$ cat config.mk
export PLATFORM = sky130hd
export DESIGN_NAME = xswitch_up_rx
export DESIGN_NICKNAME = d
export VERILOG_FILES = /design/src/rtl/xswitch_up_rx.sv
export SDC_FILE = /design/constraint.sdc
export NUM_CORES = 1
export LEC_CHECK = 0
export BUFFER_PORTS_ARGS = -buffer_cell sky130_fd_sc_hd__buf_2
export CORE_MARGIN = 2
export CORE_UTILIZATION = 56
export DETAILED_ROUTE_END_ITERATION = 6
export PLACE_DENSITY = 0.82
export SLEW_MARGIN = 10
export SYNTH_ARGS = -nofsm -noshare
export SYNTH_HDL_FRONTEND = slang
export SYNTH_SLANG_ARGS = --single-unit
$ cat constraint.sdc
create_clock -name clk -period 2.8 [get_ports clk]
set_input_delay 0.42 -clock clk [delete_from_list [all_inputs] [get_ports clk]]
set_output_delay 0.42 -clock clk [all_outputs]
set_load 0.02 [all_outputs]
$ cat src/rtl/xswitch_up_rx.sv
// rtl/xswitch_up_rx.sv - upstream receive endpoint: dest check, FWFT FIFO, statistics
module xswitch_up_rx #(
  parameter int DATA_W  = 8,
  parameter int DEPTH   = 4,
  parameter int PORT_ID = 0,
  parameter int CNT_W   = 16
) (
  input  logic                       clk,
  input  logic                       reset,
  input  logic                       us_valid,
  input  logic [DATA_W-1:0]          us_data,
  output logic                       us_ready,
  input  logic                       rd_en,
  output logic                       rd_valid,
  output logic [DATA_W-1:0]          rd_data,
  output logic [$clog2(DEPTH):0]     level,
  output logic [CNT_W-1:0]           pkt_cnt,
  output logic [CNT_W-1:0]           misroute_cnt
);

  localparam int PTR_W = $clog2(DEPTH);
  localparam int LVL_W = PTR_W + 1;

  logic [DATA_W-1:0] mem_q [DEPTH];
  logic [DATA_W-1:0] mem_d [DEPTH];
  logic [PTR_W-1:0]  wr_ptr_q, wr_ptr_d;
  logic [PTR_W-1:0]  rd_ptr_q, rd_ptr_d;
  logic [LVL_W-1:0]  level_q, level_d;
  logic              us_ready_q, us_ready_d;
  logic [CNT_W-1:0]  pkt_cnt_q, pkt_cnt_d;
  logic [CNT_W-1:0]  misroute_cnt_q, misroute_cnt_d;

  logic xfer, dest_ok, push, misroute, pop;

  // Handshake decode: a completed transfer either lands in the FIFO or is dropped as misrouted
  always_comb begin
    xfer     = us_valid & us_ready_q;
    dest_ok  = (us_data[DATA_W-1:DATA_W-2] == 2'(PORT_ID));
    push     = xfer & dest_ok;
    misroute = xfer & ~dest_ok;
    pop      = rd_en & (level_q != '0);
  end

  // Next-state for storage, pointers, occupancy, ready and saturating counters
  always_comb begin
    for (int i = 0; i < DEPTH; i++) begin
      mem_d[i] = mem_q[i];
    end
    wr_ptr_d       = wr_ptr_q;
    rd_ptr_d       = rd_ptr_q;
    level_d        = level_q;
    pkt_cnt_d      = pkt_cnt_q;
    misroute_cnt_d = misroute_cnt_q;

    if (push) begin
      mem_d[wr_ptr_q] = us_data;
      wr_ptr_d        = wr_ptr_q + PTR_W'(1);
      if (pkt_cnt_q != {CNT_W{1'b1}}) begin
        pkt_cnt_d = pkt_cnt_q + CNT_W'(1);
      end
    end
    if (misroute && (misroute_cnt_q != {CNT_W{1'b1}})) begin
      misroute_cnt_d = misroute_cnt_q + CNT_W'(1);
    end
    if (pop) begin
      rd_ptr_d = rd_ptr_q + PTR_W'(1);
    end

    case ({push, pop})
      2'b10:   level_d = level_q + LVL_W'(1);
      2'b01:   level_d = level_q - LVL_W'(1);
      default: level_d = level_q;
    endcase

    // Registered ready looks at the post-edge occupancy so it never depends on rd_en combinationally
    us_ready_d = (level_d != LVL_W'(DEPTH));
  end

  // State registers; reset discards all contents and deasserts ready
  always_ff @(posedge clk or negedge reset) begin
    if (!reset) begin
      for (int i = 0; i < DEPTH; i++) begin
        mem_q[i] <= '0;
      end
      wr_ptr_q       <= '0;
      rd_ptr_q       <= '0;
      level_q        <= '0;
      us_ready_q     <= 1'b0;
      pkt_cnt_q      <= '0;
      misroute_cnt_q <= '0;
    end else begin
      for (int i = 0; i < DEPTH; i++) begin
        mem_q[i] <= mem_d[i];
      end
      wr_ptr_q       <= wr_ptr_d;
      rd_ptr_q       <= rd_ptr_d;
      level_q        <= level_d;
      us_ready_q     <= us_ready_d;
      pkt_cnt_q      <= pkt_cnt_d;
      misroute_cnt_q <= misroute_cnt_d;
    end
  end

  // First-word-fall-through read port; forced to zero while empty so stale entries never show
  always_comb begin
    us_ready     = us_ready_q;
    rd_valid     = (level_q != '0);
    rd_data      = rd_valid ? mem_q[rd_ptr_q] : '0;
    level        = level_q;
    pkt_cnt      = pkt_cnt_q;
    misroute_cnt = misroute_cnt_q;
  end

endmodule

==> results.toml, run 1 <==
[synthesis]
synth.top_cells.by_area = "dfrtp_1 (54%), mux2_2 (8.5%), mux4_2 (5.4%), xnor2_1 (5.0%), xor2_1 (4.2%)"
ys.warnings.count = 0
yosysSeqAreaShare = 0.543
synth_xor_xnor_area_share = 0.0923
async_reset_ff_frac = 1.00
synth_ff_type = "dfrtp_1"
synth_edf_count = 0
syn_nets = 274
synth_top_area_frac = 0.543
yosys.area_share.simple = 0.159
synth.cell_area_sq_um = 3320
synth_mux_area_frac = 0.147
synth_compound_area_frac = 0.0136
yosysTopAreaCell = "dfrtp_1"
synth_top_family_by_area = "simple AND/OR/NAND/NOR gates"
synth-adder-area-share = 0.0324
synthCells = 254
synth_cell_type_count = 37
synth.avg_cell_area_sq_um = 13.1
ys_seq_elements = 72

[grt]
grtUsageTotal = 0.214
grt_pass1_wl_microns = 10300
grt_max_degree = 26
grt_pass1_vias = 2165
antenna_found_initial = 0
grt.overflow.total = 0

[power]
p_leak_nw = 1.95
power_density_nw_per_um2 = 982
p_sw_mw = 1.28
switching_share = 0.331
vdd_drop_max_mv = 0.754
p_int_mw = 2.59
clkPwrFrac = 0.265
seqPwrFrac = 0.420
p_comb_frac = 0.315

[min_path]
hp-class = "in2async"

[critical_path]
path_cells = "mux4_2, and2_1, buf_2"
crit_type = "reg2out"
regToRegSetupSlack_ns = 0.48
cp.arrival_ns = 1.95
required_ns = 2.38
start_kind = "flop"
max_stage_delay_ns = 0.70
critPathSlowestCell = "dfrtp_1"
cp-end-kind = "primary output"
path_max_fanout = 10

[sta]
max_freq_ghz = 0.421
relSlewSlack = 0.623
worstMarginPinSlew_ns = 0.565
fin_crit_sh = 0.848
rsz0062_at_grt = "no"
tns_ns = 0
final-hold-violation-count = 0
min_period_ns = 2.37
setup_viol = 0
slew_violations = 0
skew_ns = 0.00693

[die]
die_h_microns = 81.0
initial_utilization = 0.571
rows = 28
die_x_microns = 81.0
core_area_sq_um = 5820
ios = 57
die-area_sq_um = 6560

[route]
via_count = 2203
routed_via_density = 5.52
drc_errors = 0
first_pass_iters = 4
first_iter_violations = 143
antenna_left = 0
routed_wl_microns = 6410
wl_per_cell_microns = 16.1

[clock_network]
cts_buffers = 9
post-cts-setup-buffers = 0
cts-root-buf = "clkbuf_8"
ctsHoldBuffers = 0
ctsHtreeMaxLevel = 3
tritoncts = "yes"
cts-resized-gates = 0
clk_pin_slew_ns = 0.08
cts_sinks = 72
clock_latency_ns = 0.34
clockBufferDepth = 2

[layout]
layout_common_cells = "dfrtp_1 (72), buf_2 (56), mux2_2 (25)"
syn_to_final_growth_pct = 18.8
n_fill_cell = 433
layout.nets = 339
layout-drive-gt1-share = 0.355
final_util = 0.678
layout_commonest_cell = "dfrtp_1"
n_antenna_cell = 0

[status]
status = "finished clean"

[placement]
port_buffers = 56
gp_congestion = 0.760
dp_hpwl_microns = 4370

[job]
maxCapViolations = 0
[per-stage QoR]
stage               total power [mW]  cells  worst slack (ns)  area, sq um  hold WS (ns)
floorplan                       2.48    254             0.446         3320         0.124
global placement                2.80    383             0.605         3690         0.429
detailed placement              2.87    383             0.525         3690         0.427
CTS                             3.91    399             0.372         3940        0.0462
global route                    4.09    399             0.292         3940        0.0692
finish                          3.87    399             0.427         3940        0.0461
[Yosys cell counts, types with 7 or more instances]
master / count
and2_1: 18
dfrtp_1: 72
ha_1: 7
mux2_2: 25
mux4_2: 8
nand2_1: 17
nand3_1: 7
nand4_1: 11
nor2_1: 9
xnor2_1: 19
xor2_1: 16
[area by class of cell]
class	instances	area, sq um	share of cell area
multi-input cells	172	1480	0.374
well taps	75	93.8	0.0238
clock buffers	11	151	0.0384
repair buffers	58	295	0.0749
clock inverters	5	103	0.0260
flip-flops and latches	72	1800	0.457
inverters	6	22.5	0.00571
[worst paths after layout]
check | from | end | cells after the start
worst max-delay path | rd_ptr_q[0] | rd_data[1] | 3
worst min-delay path | reset | mem_q[27] | 1
worst max register to register | level[2] | us_ready | 8
worst min register to register | mem_q[7] | mem_q[7] | 1
max in group asynchronous | reset | level[0] | 2
min in group clk | us_data[0] | mem_q[0] | 2
[worst max-delay path: cells and delay by family, from the launching register on]
family / cells / cell delay [ns]
flip-flops: 1 / 0.70
multiplexers: 1 / 0.59
AND/OR/NAND/NOR: 1 / 0.17
buffers and inverters: 1 / 0.15
[kinds of logic (layout without fill, tap and decap cells)]
group | after synthesis | after routing
AND/OR/NAND/NOR | 87 | 87
flip-flops | 72 | 72
XOR/XNOR | 35 | 35
multiplexers | 35 | 35
buffers and inverters | 10 | 80
adder cells (fa/ha/maj) | 8 | 8
AO/OA/AOI/OAI | 7 | 7
[registers in the layout, summed over array words and instances (netlist names)]
signal        count
pkt_cnt          16
rd_ptr_q          2
misroute_cnt     16
us_ready          1
wr_ptr_q          2
level             3
mem_q            32
[power groups by stage]
stage | combinational, mW | sequential [mW] | clock, mW
finish | 1.22 | 1.63 | 1.03
global route | 1.32 | 1.68 | 1.09
CTS | 1.23 | 1.63 | 1.05
detailed placement | 1.23 | 1.65 | 0
global placement | 1.18 | 1.62 | 0
floorplan | 0.837 | 1.64 | 0
[layer usage]
| metal | vias to the layer above | share of wire | global-route usage |
|---|---|---|---|
| li1 | 1022 | - | - |
| met1 | 1113 | 0.44 | 0.284 |
| met2 | 54 | 0.49 | 0.331 |
| met3 | 14 | 0.046 | 0.0433 |
| met4 | 0 | 0.019 | 0.122 |
| met5 | - | 0 | 0 |
Note: power is estimated with default switching activity, not from simulation.
==> run 2, diff against run 1 <==
CORE_UTILIZATION = 50   (was 56)
PLACE_DENSITY = 0.77   (was 0.82)
clock period = 1.9 ns   (was 2.8 ns; I/O delays follow)
==> run 2 against run 1 <==
Against the previous run:
- critical endpoint is now rd_data[7]
- count of clock-buffer cells in the layout up 3
- worst setup slack worse by 0.45 ns
- via count fell by 2.3%
- the flow now finishes with violations (negative setup slack)
- largest cell class unchanged
==> results.toml, run 2 (synthesis results as in run 1) <==
[status]
status = "finished with violations"
violations = "negative setup slack"

[clock_network]
cts_sinks = 72
cts-root-buf = "clkbuf_8"
ctsHtreeMaxLevel = 3
tritoncts = "yes"
clock_latency_ns = 0.33
clk_pin_slew_ns = 0.07
clockBufferDepth = 2
cts_buffers = 9

[critical_path]
cp-end-kind = "primary output"
required_ns = 1.62
path_max_fanout = 5
cp.arrival_ns = 1.64
start_kind = "flop"
crit_type = "reg2out"

[layout]
largest_reg_flops = 32
layout-drive-gt1-share = 0.414
layout_commonest_cell = "dfrtp_1"
layout_common_cells = "dfrtp_1 (70), buf_2 (48), mux2_2 (25)"
n_antenna_cell = 0
layout.nets = 351
syn_to_final_growth_pct = 24.8
regMostFlops = "mem_q"

[route]
routed_via_density = 5.21
first_iter_violations = 137
via_count = 2152
first_pass_iters = 4
drc_errors = 0
routed_wl_microns = 6350
wl_per_cell_microns = 15.4
antenna_left = 0

[placement]
gp_congestion = 0.774
dp_hpwl_microns = 4370
port_buffers = 56
pre_cts_slack_ns = -0.0230

[die]
rows = 29
die_x_microns = 85.5
ios = 57
core_area_sq_um = 6390
initial_utilization = 0.520
die_h_microns = 85.5
die-area_sq_um = 7310

[sta]
setup_viol = 2
slew_violations = 0
holdWs_ns = 0.226
layout_setup_ws_ns = -0.0212
relSlewSlack = 0.656
final-hold-violation-count = 0
max_freq_ghz = 0.520
worstMarginPinSlew_ns = 0.514
skew_ns = 0.00735
fin_crit_sh = 1.01
rsz0062_at_grt = "yes"
min_period_ns = 1.92

[min_path]
hp-class = "in2reg"

[power]
p_leak_nw = 2.04
vdd_drop_max_mv = 1.18
power_density_nw_per_um2 = 1450

[grt]
grt_pass1_wl_microns = 10800
grt_max_degree = 73
grt.overflow.total = 0
grt_pass1_vias = 2222
grtUsageTotal = 0.189
antenna_found_initial = 0

[job]
maxCapViolations = 0
[run 2: changes by cell type in the layout (fill, tap and decap cells not counted), sizes merged]
| cell | previous run | this run |
|---|---|---|
| bufinv | 3 | 2 |
| dlygate4sd3 | 0 | 1 |
| clkbuf | 11 | 14 |
| clkinv | 1 | 0 |
| clkinvlp | 1 | 0 |
| buf | 58 | 69 |
[run 2: repair_timing]
| action | 4_1_cts | 5_1_grt |
|---|---|---|
| pin swaps | 8 | 0 |
| buffers inserted | 1 | 1 |
| gates resized for setup | 27 | 2 |
| hold buffers | 1 | 0 |
| endpoints found under the setup margin | 9 | 12 |
| endpoints found under the hold margin | 68 | 0 |
[run 2: final timing paths]
kind | cells past startpoint | slack, ns | to | from
max | 4 | -0.02 | rd_data[7] | rd_ptr_q[0]
min | 2 | 0.23 | mem_q[16] | us_data[0]
max reg2reg | 8 | 0 | us_ready | level[0]
min reg2reg | 1 | 0.48 | mem_q[30] | mem_q[30]
max in group asynchronous | 3 | 1.07 | level[0] | reset
min in group asynchronous | 3 | 0.51 | mem_q[26] | reset
[run 2: per-stage QoR]
stage	util	power (mW)	instances	instance area (sq um)	TNS, ns
2_1_floorplan	-	3.69	254	3350	-0.308
3_3_place_gp	0.593	4.24	394	3790	0
3_5_place_dp	0.593	4.33	394	3790	-0.0230
4_1_cts	0.645	6.05	412	4120	-0.0984
5_1_grt	0.649	6.38	413	4140	-0.601
6_report	0.649	6.01	413	4140	-0.0262
[run 2: power breakdown]
group / internal (mW) / total [mW] / switching [mW]
sequential: 1.98 / 2.33 / 0.352
combinational: 1.28 / 2.30 / 1.02
clock: 0.850 / 1.38 / 0.533
[run 2: metal layers]
layer  track usage  share of wire  routed length [microns]
met5             0              0                        0
met4        0.0750          0.014                       86
met3        0.0331          0.028                      177
met2         0.304           0.49                     3100
met1         0.258           0.47                     2980
[run 2: final cells by class]
cell class                      count  area (sq um)
Fill cell                         505          2240
Sequential cell                    72          1800
Multi-Input combinational cell    172          1530
Timing Repair Buffer               70           458
Clock buffer                       14           173
Tap cell                           77          96.3
Clock inverter                      2          60.1
Inverter                            6          22.5
[run 2: worst max-delay path, cell delays in order, from the launching register on]
cell,delay [ns]
dfrtp_1,0.38
buf_6,0.15
mux4_2,0.51
and2_4,0.16
buf_6,0.12
==> run 3, diff against run 2 <==
CORE_UTILIZATION = 46   (was 50)
PLACE_DENSITY = 0.72   (was 0.77)
==> run 3 against run 2 <==
Against the previous run:
- sequential power about the same
- sequential share of layout area shrank 0.10 points
- global-route usage fell by 0.22 points
- first-iteration DRC count fell by 36%
- wire length increased by 5.3%
- the flow still finishes with violations (negative setup slack)
- worst setup slack lost 0.0082 ns
- total power decreased by 0.56%
- utilization is 4.7 points lower
- register-to-register slack about the same
==> results.toml, run 3 (synthesis results as in run 1) <==
[status]
status = "finished with violations"
violations = "negative setup slack"

[sta]
max_freq_ghz = 0.518
holdWs_ns = 0.213
min_period_ns = 1.93
slew_violations = 0
rsz0062_at_grt = "yes"
fin_crit_sh = 1.02
skew_ns = 0.00652
setup_viol = 9
final-hold-violation-count = 0
relSlewSlack = 0.633
worstMarginPinSlew_ns = 0.548
layout_setup_ws_ns = -0.0294
tns_ns = -0.119

[layout]
layout-drive-gt1-share = 0.412
fin_area_sq_um = 4160
n_antenna_cell = 0
syn_to_final_growth_pct = 25.2
layout.nets = 352
regMostFlops = "mem_q"
n_fill_cell = 619
largest_reg_flops = 32
layout_commonest_cell = "dfrtp_1"
layout_common_cells = "dfrtp_1 (69), buf_2 (48), mux2_2 (25)"

[placement]
port_buffers = 56
dp_hpwl_microns = 4590
gp_congestion = 0.764
dpl-instance-area_sq_um = 3810

[route]
drc_errors = 0
first_pass_iters = 4
first_iter_violations = 87
via_count = 2182
wl_per_cell_microns = 15.4
routed_wl_microns = 6690
routed_via_density = 5.04
antenna_left = 0

[critical_path]
start_kind = "flop"
max_stage_delay_ns = 0.50
path_cells = "buf_8, mux4_2, and2_4, buf_6"
cp.arrival_ns = 1.64
path_max_fanout = 5
cp-end-kind = "primary output"
crit_type = "reg2out"
crit_buf_inv = 2
required_ns = 1.62
critical_path.top_delay_family = "multiplexers"
critPathSlowestCell = "mux4_2"

[clock_network]
cts_buffers = 9
cts_sinks = 72
tritoncts = "yes"
clock_latency_ns = 0.35
ctsHtreeMaxLevel = 3
clockBufferDepth = 2
clk_pin_slew_ns = 0.08
cts-root-buf = "clkbuf_8"

[die]
ios = 57
initial_utilization = 0.481
die-area_sq_um = 7910
core_area_sq_um = 6910
die_h_microns = 88.9
rows = 30
die_x_microns = 88.9

[power]
p_leak_nw = 2.03
clkPwrFrac = 0.223
p_sw_mw = 1.94
vdd_drop_max_mv = 0.915
p_total_mw = 5.98
power_density_nw_per_um2 = 1440
switching_share = 0.325
p_comb_frac = 0.386
seqPwrFrac = 0.391
p_int_mw = 4.03

[grt]
grt_pass1_wl_microns = 11000
busiest_layer = "met2"
grt_pass1_vias = 2273
grt_max_degree = 37
grt_util_met3 = 0.0379
use_met2 = 0.295
antenna_found_initial = 0
grtUsageTotal = 0.187
grt.overflow.total = 0
grtUsageMet1 = 0.247

[min_path]
hp-class = "in2reg"

[job]
maxCapViolations = 0
-- run 3: metrics by stage --
stage / utilization / instances / worst slack (ns)
after detailed placement: 0.552 / 411 / -0.0301
final: 0.602 / 433 / -0.0294
after floorplan: - / 254 / -0.158
after global placement: 0.552 / 411 / 0.0491
after global routing: 0.602 / 433 / -0.0960
after CTS: 0.605 / 434 / -0.0995
-- run 3: metal layers --
layer / share of wire / routed length [microns]
met5: 0 / 0
met4: 0.021 / 143
met3: 0.039 / 259
met2: 0.48 / 3190
met1: 0.46 / 3090
-- run 3: worst paths after layout --
kind,from,endpoint,slack [ns],cells past startpoint
max,rd_ptr_q[0],rd_data[6],-0.03,4
min,us_data[4],mem_q[12],0.21,2
max reg2reg,level[0],us_ready,0,9
min reg2reg,pkt_cnt[15],pkt_cnt[15],0.49,1
max in group asynchronous,reset,pkt_cnt[1],1.04,3
min in group asynchronous,reset,mem_q[21],0.35,2
-- run 3: power groups by stage --
stage	registers, mW	logic (mW)	clock network, mW
final	2.34	2.31	1.33
after global routing	2.41	2.53	1.43
after CTS	2.34	2.41	1.36
after detailed placement	2.36	1.98	0
after global placement	2.33	1.93	0
after floorplan	2.42	1.27	0
-- run 3: final cells by class --
type,count,area [sq um],share of cell area
Sequential cell,72,1810,0.435
Multi-Input combinational cell,172,1520,0.367
Timing Repair Buffer,71,469,0.113
Clock buffer,13,149,0.0358
Tap cell,96,120,0.0289
Clock inverter,3,65.1,0.0157
Inverter,6,22.5,0.00542
-- run 3: repair_timing --
| item | 4_1_cts | 5_1_grt |
|---|---|---|
| hold buffers | 1 | 0 |
| buffers inserted | 5 | 1 |
| endpoints found under the setup margin | 9 | 12 |
| resized for setup | 28 | 3 |
| pin swaps | 9 | 1 |
| hold endpoints to repair | 9 | 0 |
| gates cloned | 1 | 0 |
